**config.mk**
```make
export PLATFORM = sky130hd
export DESIGN_NAME = wb_mux_tmo_flat
export DESIGN_NICKNAME = d
export VERILOG_FILES = /design/src/rtl/wb_mux_tmo_if.sv /design/src/rtl/wb_mux_tmo.sv /design/src/flat_wrapper.sv
export SDC_FILE = /design/constraint.sdc
export NUM_CORES = 1
export LEC_CHECK = 0
export CORE_AREA = 2 2 320 322
export DETAILED_ROUTE_END_ITERATION = 7
export DIE_AREA = 0 0 322 324
export MAX_ROUTING_LAYER = met4
export PLACE_DENSITY_LB_ADDON = 0.2
export SYNTH_ARGS = -nofsm -noshare
export SYNTH_HDL_FRONTEND = slang
export SYNTH_SLANG_ARGS = --single-unit
```
**constraint.sdc**
```tcl
create_clock -name wb_clk_i -period 5.9 [get_ports wb_clk_i]
set_input_delay 0.885 -clock wb_clk_i [delete_from_list [all_inputs] [get_ports wb_clk_i]]
set_output_delay 0.885 -clock wb_clk_i [all_outputs]
set_load 0.05 [all_outputs]
```
**src/rtl/wb_mux_tmo_if.sv**
```systemverilog
// Wishbone B4 classic bus bundle for wb_mux_tmo: one master side plus NUM_SLAVES flattened slave
// ports (index 0 at the LSBs). The "slave" modport is the mux's view; "master" is the driver's view.
interface wb_mux_tmo_if #(
  parameter int NUM_SLAVES = 6,
  parameter int DW         = 32,
  parameter int AW         = 32
);
  logic [AW-1:0]              wbm_adr_i;
  logic [DW-1:0]              wbm_dat_i;
  logic [DW/8-1:0]            wbm_sel_i;
  logic                       wbm_we_i;
  logic                       wbm_cyc_i;
  logic                       wbm_stb_i;
  logic [2:0]                 wbm_cti_i;
  logic [1:0]                 wbm_bte_i;
  logic [DW-1:0]              wbm_dat_o;
  logic                       wbm_ack_o;
  logic                       wbm_err_o;
  logic                       wbm_rty_o;

  logic [NUM_SLAVES*AW-1:0]   wbs_adr_o;
  logic [NUM_SLAVES*DW-1:0]   wbs_dat_o;
  logic [NUM_SLAVES*DW/8-1:0] wbs_sel_o;
  logic [NUM_SLAVES-1:0]      wbs_we_o;
  logic [NUM_SLAVES*3-1:0]    wbs_cti_o;
  logic [NUM_SLAVES*2-1:0]    wbs_bte_o;
  logic [NUM_SLAVES-1:0]      wbs_cyc_o;
  logic [NUM_SLAVES-1:0]      wbs_stb_o;
  logic [NUM_SLAVES*DW-1:0]   wbs_dat_i;
  logic [NUM_SLAVES-1:0]      wbs_ack_i;
  logic [NUM_SLAVES-1:0]      wbs_err_i;
  logic [NUM_SLAVES-1:0]      wbs_rty_i;

  modport slave (
    input  wbm_adr_i, wbm_dat_i, wbm_sel_i, wbm_we_i, wbm_cyc_i, wbm_stb_i, wbm_cti_i, wbm_bte_i,
    input  wbs_dat_i, wbs_ack_i, wbs_err_i, wbs_rty_i,
    output wbm_dat_o, wbm_ack_o, wbm_err_o, wbm_rty_o,
    output wbs_adr_o, wbs_dat_o, wbs_sel_o, wbs_we_o, wbs_cti_o, wbs_bte_o, wbs_cyc_o, wbs_stb_o
  );

  modport master (
    output wbm_adr_i, wbm_dat_i, wbm_sel_i, wbm_we_i, wbm_cyc_i, wbm_stb_i, wbm_cti_i, wbm_bte_i,
    output wbs_dat_i, wbs_ack_i, wbs_err_i, wbs_rty_i,
    input  wbm_dat_o, wbm_ack_o, wbm_err_o, wbm_rty_o,
    input  wbs_adr_o, wbs_dat_o, wbs_sel_o, wbs_we_o, wbs_cti_o, wbs_bte_o, wbs_cyc_o, wbs_stb_o
  );
endinterface

```
**src/rtl/wb_mux_tmo.sv**
```systemverilog
// Wishbone 1:N decoder/mux with registered slave select, bus error on unmapped or timed-out
// accesses, and sticky capture of the first fault. Strobe 1 cycle after request; ack passes same cycle.
module wb_mux_tmo #(
  parameter int NUM_SLAVES = 6,
  parameter int DW         = 32,
  parameter int AW         = 32,
  parameter logic [NUM_SLAVES*AW-1:0] MATCH_ADDR =
    {32'h20000200, 32'h00000000, 32'h10000000, 32'h20000100, 32'h20000000, 32'h20000c00},
  parameter logic [NUM_SLAVES*AW-1:0] MATCH_MASK =
    {32'hffffff00, 32'hf0000000, 32'hf0000000, 32'hffffff00, 32'hffffff00, 32'hffffff00},
  parameter int TIMEOUT_CYCLES = 255
) (
  input  logic          wb_clk_i,
  input  logic          wb_rst_i,
  wb_mux_tmo_if.slave   bus,
  input  logic          err_clr_i,
  output logic          err_valid_o,
  output logic [AW-1:0] err_addr_o,
  output logic [1:0]    err_cause_o,
  output logic          err_ovf_o
);

  localparam int SW = (NUM_SLAVES > 1) ? $clog2(NUM_SLAVES) : 1;
  localparam int CW = (TIMEOUT_CYCLES > 0) ? $clog2(TIMEOUT_CYCLES + 1) : 1;
  localparam bit TMO_EN = (TIMEOUT_CYCLES > 0);
  localparam logic [CW-1:0] TMO_LAST = CW'((TIMEOUT_CYCLES > 0) ? TIMEOUT_CYCLES - 1 : 0);

  localparam logic [1:0] CAUSE_UNMAPPED = 2'b01;
  localparam logic [1:0] CAUSE_TIMEOUT  = 2'b10;

  typedef enum logic [1:0] {
    IDLE = 2'b00,
    BUSY = 2'b01,
    ERR  = 2'b10
  } state_t;

  state_t        state;
  logic [SW-1:0] sel_q;
  logic [CW-1:0] cnt;

  logic          hit_any;
  logic [SW-1:0] hit_idx;
  logic [DW-1:0] sel_dat;
  logic          sel_ack;
  logic          sel_err;
  logic          sel_rty;
  logic          busy;
  logic          req;
  logic          resp;
  logic          tmo_hit;
  logic          err_go;
  logic [1:0]    err_cause_nxt;

  assign bus.wbs_adr_o = {NUM_SLAVES{bus.wbm_adr_i}};
  assign bus.wbs_dat_o = {NUM_SLAVES{bus.wbm_dat_i}};
  assign bus.wbs_sel_o = {NUM_SLAVES{bus.wbm_sel_i}};
  assign bus.wbs_we_o  = {NUM_SLAVES{bus.wbm_we_i}};
  assign bus.wbs_cti_o = {NUM_SLAVES{bus.wbm_cti_i}};
  assign bus.wbs_bte_o = {NUM_SLAVES{bus.wbm_bte_i}};

  // Walk downwards so the lowest matching index is the one left standing.
  always_comb begin
    hit_any = 1'b0;
    hit_idx = '0;
    for (int i = NUM_SLAVES - 1; i >= 0; i--) begin
      if (((bus.wbm_adr_i ^ MATCH_ADDR[i*AW +: AW]) & MATCH_MASK[i*AW +: AW]) == '0) begin
        hit_any = 1'b1;
        hit_idx = SW'(i);
      end
    end
  end

  assign busy = (state == BUSY);

  always_comb begin
    sel_dat       = '0;
    sel_ack       = 1'b0;
    sel_err       = 1'b0;
    sel_rty       = 1'b0;
    bus.wbs_cyc_o = '0;
    bus.wbs_stb_o = '0;
    for (int i = 0; i < NUM_SLAVES; i++) begin
      if (sel_q == SW'(i)) begin
        sel_dat          = bus.wbs_dat_i[i*DW +: DW];
        sel_ack          = bus.wbs_ack_i[i];
        sel_err          = bus.wbs_err_i[i];
        sel_rty          = bus.wbs_rty_i[i];
        bus.wbs_cyc_o[i] = busy & bus.wbm_cyc_i;
        bus.wbs_stb_o[i] = busy & bus.wbm_stb_i;
      end
    end
  end

  assign bus.wbm_dat_o = busy ? sel_dat : '0;
  assign bus.wbm_ack_o = busy & sel_ack;
  assign bus.wbm_rty_o = busy & sel_rty;
  // The ERR pulse is suppressed if the master has already given up the cycle.
  assign bus.wbm_err_o = (busy & sel_err) | ((state == ERR) & bus.wbm_cyc_i);

  assign req     = bus.wbm_cyc_i & bus.wbm_stb_i;
  assign resp    = sel_ack | sel_err | sel_rty;
  assign tmo_hit = TMO_EN && (cnt == TMO_LAST);

  // A slave response on the final timeout cycle wins over the timeout.
  assign err_go        = ((state == IDLE) & req & ~hit_any)
                       | (busy & bus.wbm_cyc_i & ~resp & tmo_hit);
  assign err_cause_nxt = (state == IDLE) ? CAUSE_UNMAPPED : CAUSE_TIMEOUT;

  always_ff @(posedge wb_clk_i or posedge wb_rst_i) begin
    if (wb_rst_i) begin
      state <= IDLE;
      sel_q <= '0;
      cnt   <= '0;
    end else begin
      case (state)
        IDLE: begin
          if (req) begin
            if (hit_any) begin
              state <= BUSY;
              sel_q <= hit_idx;
              cnt   <= '0;
            end else begin
              state <= ERR;
            end
          end
        end
        BUSY: begin
          cnt <= cnt + 1'b1;
          if (resp || !bus.wbm_cyc_i) begin
            state <= IDLE;
          end else if (tmo_hit) begin
            state <= ERR;
          end
        end
        ERR: begin
          state <= IDLE;
        end
        default: begin
          state <= IDLE;
        end
      endcase
    end
  end

  // A clear in the same cycle as a new fault makes room for that fault.
  always_ff @(posedge wb_clk_i or posedge wb_rst_i) begin
    if (wb_rst_i) begin
      err_valid_o <= 1'b0;
      err_addr_o  <= '0;
      err_cause_o <= 2'b00;
      err_ovf_o   <= 1'b0;
    end else if (err_go) begin
      if (!err_valid_o || err_clr_i) begin
        err_valid_o <= 1'b1;
        err_addr_o  <= bus.wbm_adr_i;
        err_cause_o <= err_cause_nxt;
        err_ovf_o   <= 1'b0;
      end else begin
        err_ovf_o <= 1'b1;
      end
    end else if (err_clr_i) begin
      err_valid_o <= 1'b0;
      err_ovf_o   <= 1'b0;
    end
  end

endmodule

```
**src/flat_wrapper.sv**
```systemverilog
// flat-port wrapper written by rule: the top's interface ports become plain ports
module wb_mux_tmo_flat 
#(
  parameter int NUM_SLAVES = 6,
  parameter int DW         = 32,
  parameter int AW         = 32,
  parameter logic [NUM_SLAVES*AW-1:0] MATCH_ADDR =
    {32'h20000200, 32'h00000000, 32'h10000000, 32'h20000100, 32'h20000000, 32'h20000c00},
  parameter logic [NUM_SLAVES*AW-1:0] MATCH_MASK =
    {32'hffffff00, 32'hf0000000, 32'hf0000000, 32'hffffff00, 32'hffffff00, 32'hffffff00},
  parameter int TIMEOUT_CYCLES = 255
)
  (wb_clk_i, wb_rst_i, err_clr_i, err_valid_o, err_addr_o, err_cause_o, err_ovf_o, bus_wbm_adr_i, bus_wbm_dat_i, bus_wbm_sel_i, bus_wbm_we_i, bus_wbm_cyc_i, bus_wbm_stb_i, bus_wbm_cti_i, bus_wbm_bte_i, bus_wbs_dat_i, bus_wbs_ack_i, bus_wbs_err_i, bus_wbs_rty_i, bus_wbm_dat_o, bus_wbm_ack_o, bus_wbm_err_o, bus_wbm_rty_o, bus_wbs_adr_o, bus_wbs_dat_o, bus_wbs_sel_o, bus_wbs_we_o, bus_wbs_cti_o, bus_wbs_bte_o, bus_wbs_cyc_o, bus_wbs_stb_o);
  wb_mux_tmo_if #(.NUM_SLAVES(NUM_SLAVES), .DW(DW), .AW(AW)) bus_i ();
  input  logic wb_clk_i;
  input  logic wb_rst_i;
  input  logic err_clr_i;
  output logic err_valid_o;
  output logic [AW-1:0] err_addr_o;
  output logic [1:0] err_cause_o;
  output logic err_ovf_o;
  input wire logic [$bits(bus_i.wbm_adr_i)-1:0] bus_wbm_adr_i;
  input wire logic [$bits(bus_i.wbm_dat_i)-1:0] bus_wbm_dat_i;
  input wire logic [$bits(bus_i.wbm_sel_i)-1:0] bus_wbm_sel_i;
  input wire logic [$bits(bus_i.wbm_we_i)-1:0] bus_wbm_we_i;
  input wire logic [$bits(bus_i.wbm_cyc_i)-1:0] bus_wbm_cyc_i;
  input wire logic [$bits(bus_i.wbm_stb_i)-1:0] bus_wbm_stb_i;
  input wire logic [$bits(bus_i.wbm_cti_i)-1:0] bus_wbm_cti_i;
  input wire logic [$bits(bus_i.wbm_bte_i)-1:0] bus_wbm_bte_i;
  input wire logic [$bits(bus_i.wbs_dat_i)-1:0] bus_wbs_dat_i;
  input wire logic [$bits(bus_i.wbs_ack_i)-1:0] bus_wbs_ack_i;
  input wire logic [$bits(bus_i.wbs_err_i)-1:0] bus_wbs_err_i;
  input wire logic [$bits(bus_i.wbs_rty_i)-1:0] bus_wbs_rty_i;
  output wire logic [$bits(bus_i.wbm_dat_o)-1:0] bus_wbm_dat_o;
  output wire logic [$bits(bus_i.wbm_ack_o)-1:0] bus_wbm_ack_o;
  output wire logic [$bits(bus_i.wbm_err_o)-1:0] bus_wbm_err_o;
  output wire logic [$bits(bus_i.wbm_rty_o)-1:0] bus_wbm_rty_o;
  output wire logic [$bits(bus_i.wbs_adr_o)-1:0] bus_wbs_adr_o;
  output wire logic [$bits(bus_i.wbs_dat_o)-1:0] bus_wbs_dat_o;
  output wire logic [$bits(bus_i.wbs_sel_o)-1:0] bus_wbs_sel_o;
  output wire logic [$bits(bus_i.wbs_we_o)-1:0] bus_wbs_we_o;
  output wire logic [$bits(bus_i.wbs_cti_o)-1:0] bus_wbs_cti_o;
  output wire logic [$bits(bus_i.wbs_bte_o)-1:0] bus_wbs_bte_o;
  output wire logic [$bits(bus_i.wbs_cyc_o)-1:0] bus_wbs_cyc_o;
  output wire logic [$bits(bus_i.wbs_stb_o)-1:0] bus_wbs_stb_o;
  assign bus_i.wbm_adr_i = bus_wbm_adr_i;
  assign bus_i.wbm_dat_i = bus_wbm_dat_i;
  assign bus_i.wbm_sel_i = bus_wbm_sel_i;
  assign bus_i.wbm_we_i = bus_wbm_we_i;
  assign bus_i.wbm_cyc_i = bus_wbm_cyc_i;
  assign bus_i.wbm_stb_i = bus_wbm_stb_i;
  assign bus_i.wbm_cti_i = bus_wbm_cti_i;
  assign bus_i.wbm_bte_i = bus_wbm_bte_i;
  assign bus_i.wbs_dat_i = bus_wbs_dat_i;
  assign bus_i.wbs_ack_i = bus_wbs_ack_i;
  assign bus_i.wbs_err_i = bus_wbs_err_i;
  assign bus_i.wbs_rty_i = bus_wbs_rty_i;
  assign bus_wbm_dat_o = bus_i.wbm_dat_o;
  assign bus_wbm_ack_o = bus_i.wbm_ack_o;
  assign bus_wbm_err_o = bus_i.wbm_err_o;
  assign bus_wbm_rty_o = bus_i.wbm_rty_o;
  assign bus_wbs_adr_o = bus_i.wbs_adr_o;
  assign bus_wbs_dat_o = bus_i.wbs_dat_o;
  assign bus_wbs_sel_o = bus_i.wbs_sel_o;
  assign bus_wbs_we_o = bus_i.wbs_we_o;
  assign bus_wbs_cti_o = bus_i.wbs_cti_o;
  assign bus_wbs_bte_o = bus_i.wbs_bte_o;
  assign bus_wbs_cyc_o = bus_i.wbs_cyc_o;
  assign bus_wbs_stb_o = bus_i.wbs_stb_o;
  wb_mux_tmo #(.NUM_SLAVES(NUM_SLAVES), .DW(DW), .AW(AW), .MATCH_ADDR(MATCH_ADDR), .MATCH_MASK(MATCH_MASK), .TIMEOUT_CYCLES(TIMEOUT_CYCLES)) u_core (.wb_clk_i(wb_clk_i), .wb_rst_i(wb_rst_i), .bus(bus_i), .err_clr_i(err_clr_i), .err_valid_o(err_valid_o), .err_addr_o(err_addr_o), .err_cause_o(err_cause_o), .err_ovf_o(err_ovf_o));
endmodule
```
-- Word-level counts from Yosys, hierarchy flattened
Index checks and enable logic that the tools add are counted.
- add/sub/neg operators: 1
- multiply operators: 0
- divide/modulo/power cells: 0
- $lt $le $gt $ge: 0
- equality and inequality tests: 12
- shifts and indexed selects: 0
- mux-type cells: 63
- bitwise gates (word level): 22
- reduce and logical (&&, ||, !) cells: 19
- operator list (cell ; count):
    $mux 32 ; 7
    $logic_not 32->1 ; 6
    $mux 1 ; 41
    $mux 3 ; 6
    $mux 8 ; 2
    $pmux 8 s2 ; 1
    $and 1x1->1 ; 11
    $mux 2 ; 5
    $add 8x1->8 const B ; 1
    $eq 8x8->1 const B ; 1
    $eq 3x2->1 const B ; 2
    $eq 3x3->1 const B ; 2
    $reduce_and 2->1 ; 3
    $reduce_and 3->1 ; 2
    $ne 2x1->1 const B ; 2
    $not 1->1 ; 4
    $not 2->2 ; 2
    $or 1x1->1 ; 4
    $pmux 2 s2 ; 1
    $reduce_bool 2->1 ; 2
    $eq 3x1->1 const B ; 1
    $logic_not 3->1 ; 1
    $ne 3x3->1 const B ; 1
    $not 3->3 ; 1
    other kinds (6) ; 8
- flip-flop bits (word level): 49
- bits in latches: 0
- RAM bits: 0
- memory bits (read-only): 0
- bits of input ports: 289
- output and inout bits: 527
- memories kept: 0

-- Logic depth before layout (Yosys ltp)
- depth in word-level cells: 15
- gate-level depth with buffers: 8

-- Worst setup path after synthesis
No wires, ideal clock.
- path type: register -> output
- from: register u_core.sel_q[0]
- to: output bus_wbm_dat_o[0]
- arrival time: 2.452 ns
- required time: 5.015 ns
- slack: 2.563 ns
- stages on the path, launching flop included: 8
- cell sequence: dfrtp_1 > clkbuf_1 > buf_2 > nand2_1 > nor2_1 > clkbuf_1 > a22oi_1 > a31oi_1
- word-level cells in the longest chain between the ends: 8
- ends and longest elaborated chain (what ; RTL line ; RTL):
    start, declared ; wb_mux_tmo.sv:38 ; logic [SW-1:0] sel_q;
    start signal, assigned ; wb_mux_tmo.sv:120 ; sel_q <= hit_idx;
    $logic_not 3->1 ; wb_mux_tmo.sv:83 ; if (sel_q == SW'(i)) begin
    $mux 32 (5 in a row) ; wb_mux_tmo.sv:83 ;
    $mux 32 * ; wb_mux_tmo.sv:83 ;
    $mux 32 * ; wb_mux_tmo.sv:94 ; assign bus.wbm_dat_o = busy ? sel_dat : '0;
    end, declared ; flat_wrapper.sv:34 ; output wire logic [$bits(bus_i.wbm_dat_o)-1:0] bus_wbm_dat_o;
Mark *: on every way between the ends. The rest lies on a longest branch, timed or not.

-- Final worst setup path
- from: register u_core.sel_q[1]
- to: output bus_wbm_dat_o[19]
Same word-level chain as after synthesis.

==> impl_metrics.csv <==
group,metric,value,unit
logic_synthesis,synth_seq_cells,49,
setup_path,worst_setup_path_end_kind,"primary output",
global_route,overflow,0,
detailed_routing,drt-vias-per-instance,2.56,
sta,period_minus_slack,4.45,ns
logic_synthesis,syn_avg_cell_area,8.30,um2
cells_and_area,syn_to_final_growth,53.7,%
setup_path,cpMostUsedCell,"buf_4",
cells_and_area,drive_above_1_share,7.72,%
global_route,met2_usage,10.4,%
die,die-area,0.104,mm2
setup_path,max_stage_delay,0.84,ns
logic_synthesis,syn-instance-count,825,
detailed_routing,drc,0,
global_route,grt_pass1_vias,5924,
clock_network,cts.repair.resized,0,
sta,max_clock_freq,0.225,GHz
setup_path,crit_family,"buffers and inverters",
die,fp.dieW,322,um
detailed_routing,ant_nets,0,
die,die_h,324,um
flow_run,drv_cap,0,
global_route,antenna_found_initial,6,
logic_synthesis,synth_top_area_share,48.7,%
logic_synthesis,synth_edf_count,0,
setup_path,crit_path_top_delay_cell,"clkdlybuf4s50_1",
status,status,"completed",
sta,slew_headroom,21.9,%
logic_synthesis,async_flop_share,100,%
sta,fin_worst_skew,0.00988,ns
global_route,globalRouteMet1Util,6.98,%
sta,fin_ws,1.45,ns
logic_synthesis,syn_nets,1116,
die,start_util,6.78,%
placed_design,place_area,0.0104,mm2
setup_path,worstSetupPathType,"reg -> out",
logic_synthesis,synth_area_leader_cell,"buf_4",
cells_and_area,final_common_cell,"clkdlybuf4s50_1",
global_route,busiest_layer,"met2",
power,power_density,200,mW/mm2
detailed_routing,dr.first_iter.drc_count,199,
sta,holdWs,0.492,ns
detailed_routing,firstDrtPassIters,6,
logic_synthesis,yosysWarnings,0,
sta,setup_viol,0,
power,power_leakage,0.00332,uW
setup_path,cp_num_buf_inv,3,
placed_design,hpwl,29400,um
hold_path,hold_class,"reg -> reg",
clock_network,holdBufCountCts,0,
clock_network,clockBufferDepth,2,
sta,grt_setup_unrepaired,"no",
placed_design,place_ws,1.31,ns
sta,final_max_slew_viol_count,0,
clock_network,clock-root-buffer,"clkbuf_16",
global_route,grt_start_max_net_pins,50,
placed_design,gp_congestion,0.742,
cells_and_area,final_cell_mix,"clkdlybuf4s50_1, a22oi_1, dfrtp_1, mux2_2, a31oi_1",
setup_path,crit_arrival,3.56,ns
global_route,use_met3,1.62,%
die,num_rows,117,
logic_synthesis,synth_area_leaders,"buf_4, dfrtp_1, a22oi_1, mux2_2, a31oi_1",
setup_path,crit_fanout,16,
setup_path,startpoint_type,"register",
clock_network,clk_pin_slew_worst_paths,0.09,ns
detailed_routing,routed_wl,34700,um
clock_network,cts_sinks,49,
die,io_pins,816,
detailed_routing,avgRoutedWirePerCell,15.7,um
detailed_routing,vias,5646,
power,ir_drop,0.0946,mV
global_route,grt_usage,6.37,%
clock_network,cts_made_buffers,5,
logic_synthesis,syn_area,0.00685,mm2
placed_design,io_buffers,521,
cells_and_area,layout.nets,1184,
global_route,grt_pass1_wl,45300,um
logic_synthesis,yosysSeqAreaShare,17.9,%
sta,hold_viol_final,0,
clock_network,cts_tree,"done",
clock_network,insertion_delay,0.32,ns
setup_path,critical_path.cell_chain,"buf_4 -> nand2b_1 -> nor2_2 -> buf_4 -> a22oi_1 -> a31oi_1 -> clkdlybuf4s50_1",
power,total_power,2110,uW
clock_network,post-cts-setup-buffers,0,
sta,tightest_slew,1.16,ns
clock_network,htree_levels,2,
cells_and_area,final_area,0.0105,mm2
logic_synthesis,ys.flop_type,"dfrtp_1",
setup_path,required,5.02,ns
die,core,0.101,mm2
logic_synthesis,synth_cell_types,47,
sta,post-route-period-util,75.4,%
sta,final.setup.tns,0,ns
## routing by layer
metal	vias to the layer above	wire [um]
met5	-	0
met2	393	16700
met1	2576	13400
met4	0	1870
li1	2549	-
met3	128	2680
## report_power, final
group,switching [uW],leakage (uW),internal [uW],total (uW)
combinational,797,0.00265,494,1290
clock,182,0.0000763,164,347
sequential,63.4,0.000597,408,471
## state kept, by name, indices dropped and copies added, names as in the netlist
signal,cells
u_core.err_addr_o,32
u_core.state,2
u_core.err_valid_o,1
u_core.err_ovf_o,1
u_core.sel_q,3
u_core.err_cause_o,2
u_core.cnt,8
## final timing paths
path,start,end,slack (ns),depth (start not counted)
worst max register to register,u_core.sel_q[0],u_core.err_addr_o[23],1.93,7
worst min-delay path,u_core.err_addr_o[8],u_core.err_addr_o[8],0.49,1
max in group asynchronous,wb_rst_i,u_core.err_addr_o[13],4.26,3
worst max-delay path,u_core.sel_q[1],bus_wbm_dat_o[19],1.45,7
min in group asynchronous,wb_rst_i,u_core.err_addr_o[22],1.08,3
worst min register to register,u_core.err_addr_o[8],u_core.err_addr_o[8],0.49,1
## per-stage QoR
step | util (%) | instances
3_5_place_dp | 10.3 | 2195
6_report | 10.4 | 2207
4_1_cts | 10.4 | 2203
5_1_grt | 10.4 | 2205
2_1_floorplan | - | 825
3_3_place_gp | 10.3 | 2195
## Yosys cell counts, types with 7 or more instances
cell type	number
nor2_1	20
nand2_1	14
clkbuf_1	26
mux2_2	33
a21oi_1	11
inv_1	9
dfrtp_1	49
a31oi_1	31
a22oi_1	95
and3_1	7
nor3_1	9
buf_4	444
## cell families after synthesis
logic type	Yosys count	synth area share, %
AOI/OAI and AO/OA	160	16.6
and+or+nand+nor	84	6.36
xor gates and xnor gates	6	0.768
DFF	49	17.9
adders and majority gates	2	0.365
buffers and inverters	485	51.3
muxes	39	6.69
## cell type report
| class | instances | area (um2) |
|---|---|---|
| Inverter | 9 | 33.8 |
| Fill cell | 11700 | 90500 |
| Clock inverter | 3 | 28.8 |
| Multi-Input combinational cell | 291 | 2130 |
| Clock buffer | 5 | 125 |
| Antenna cell | 4 | 10.0 |
| Timing Repair Buffer | 537 | 5340 |
| Tap cell | 1309 | 1640 |
| Sequential cell | 49 | 1230 |
(Power assumes the default switching activity.)
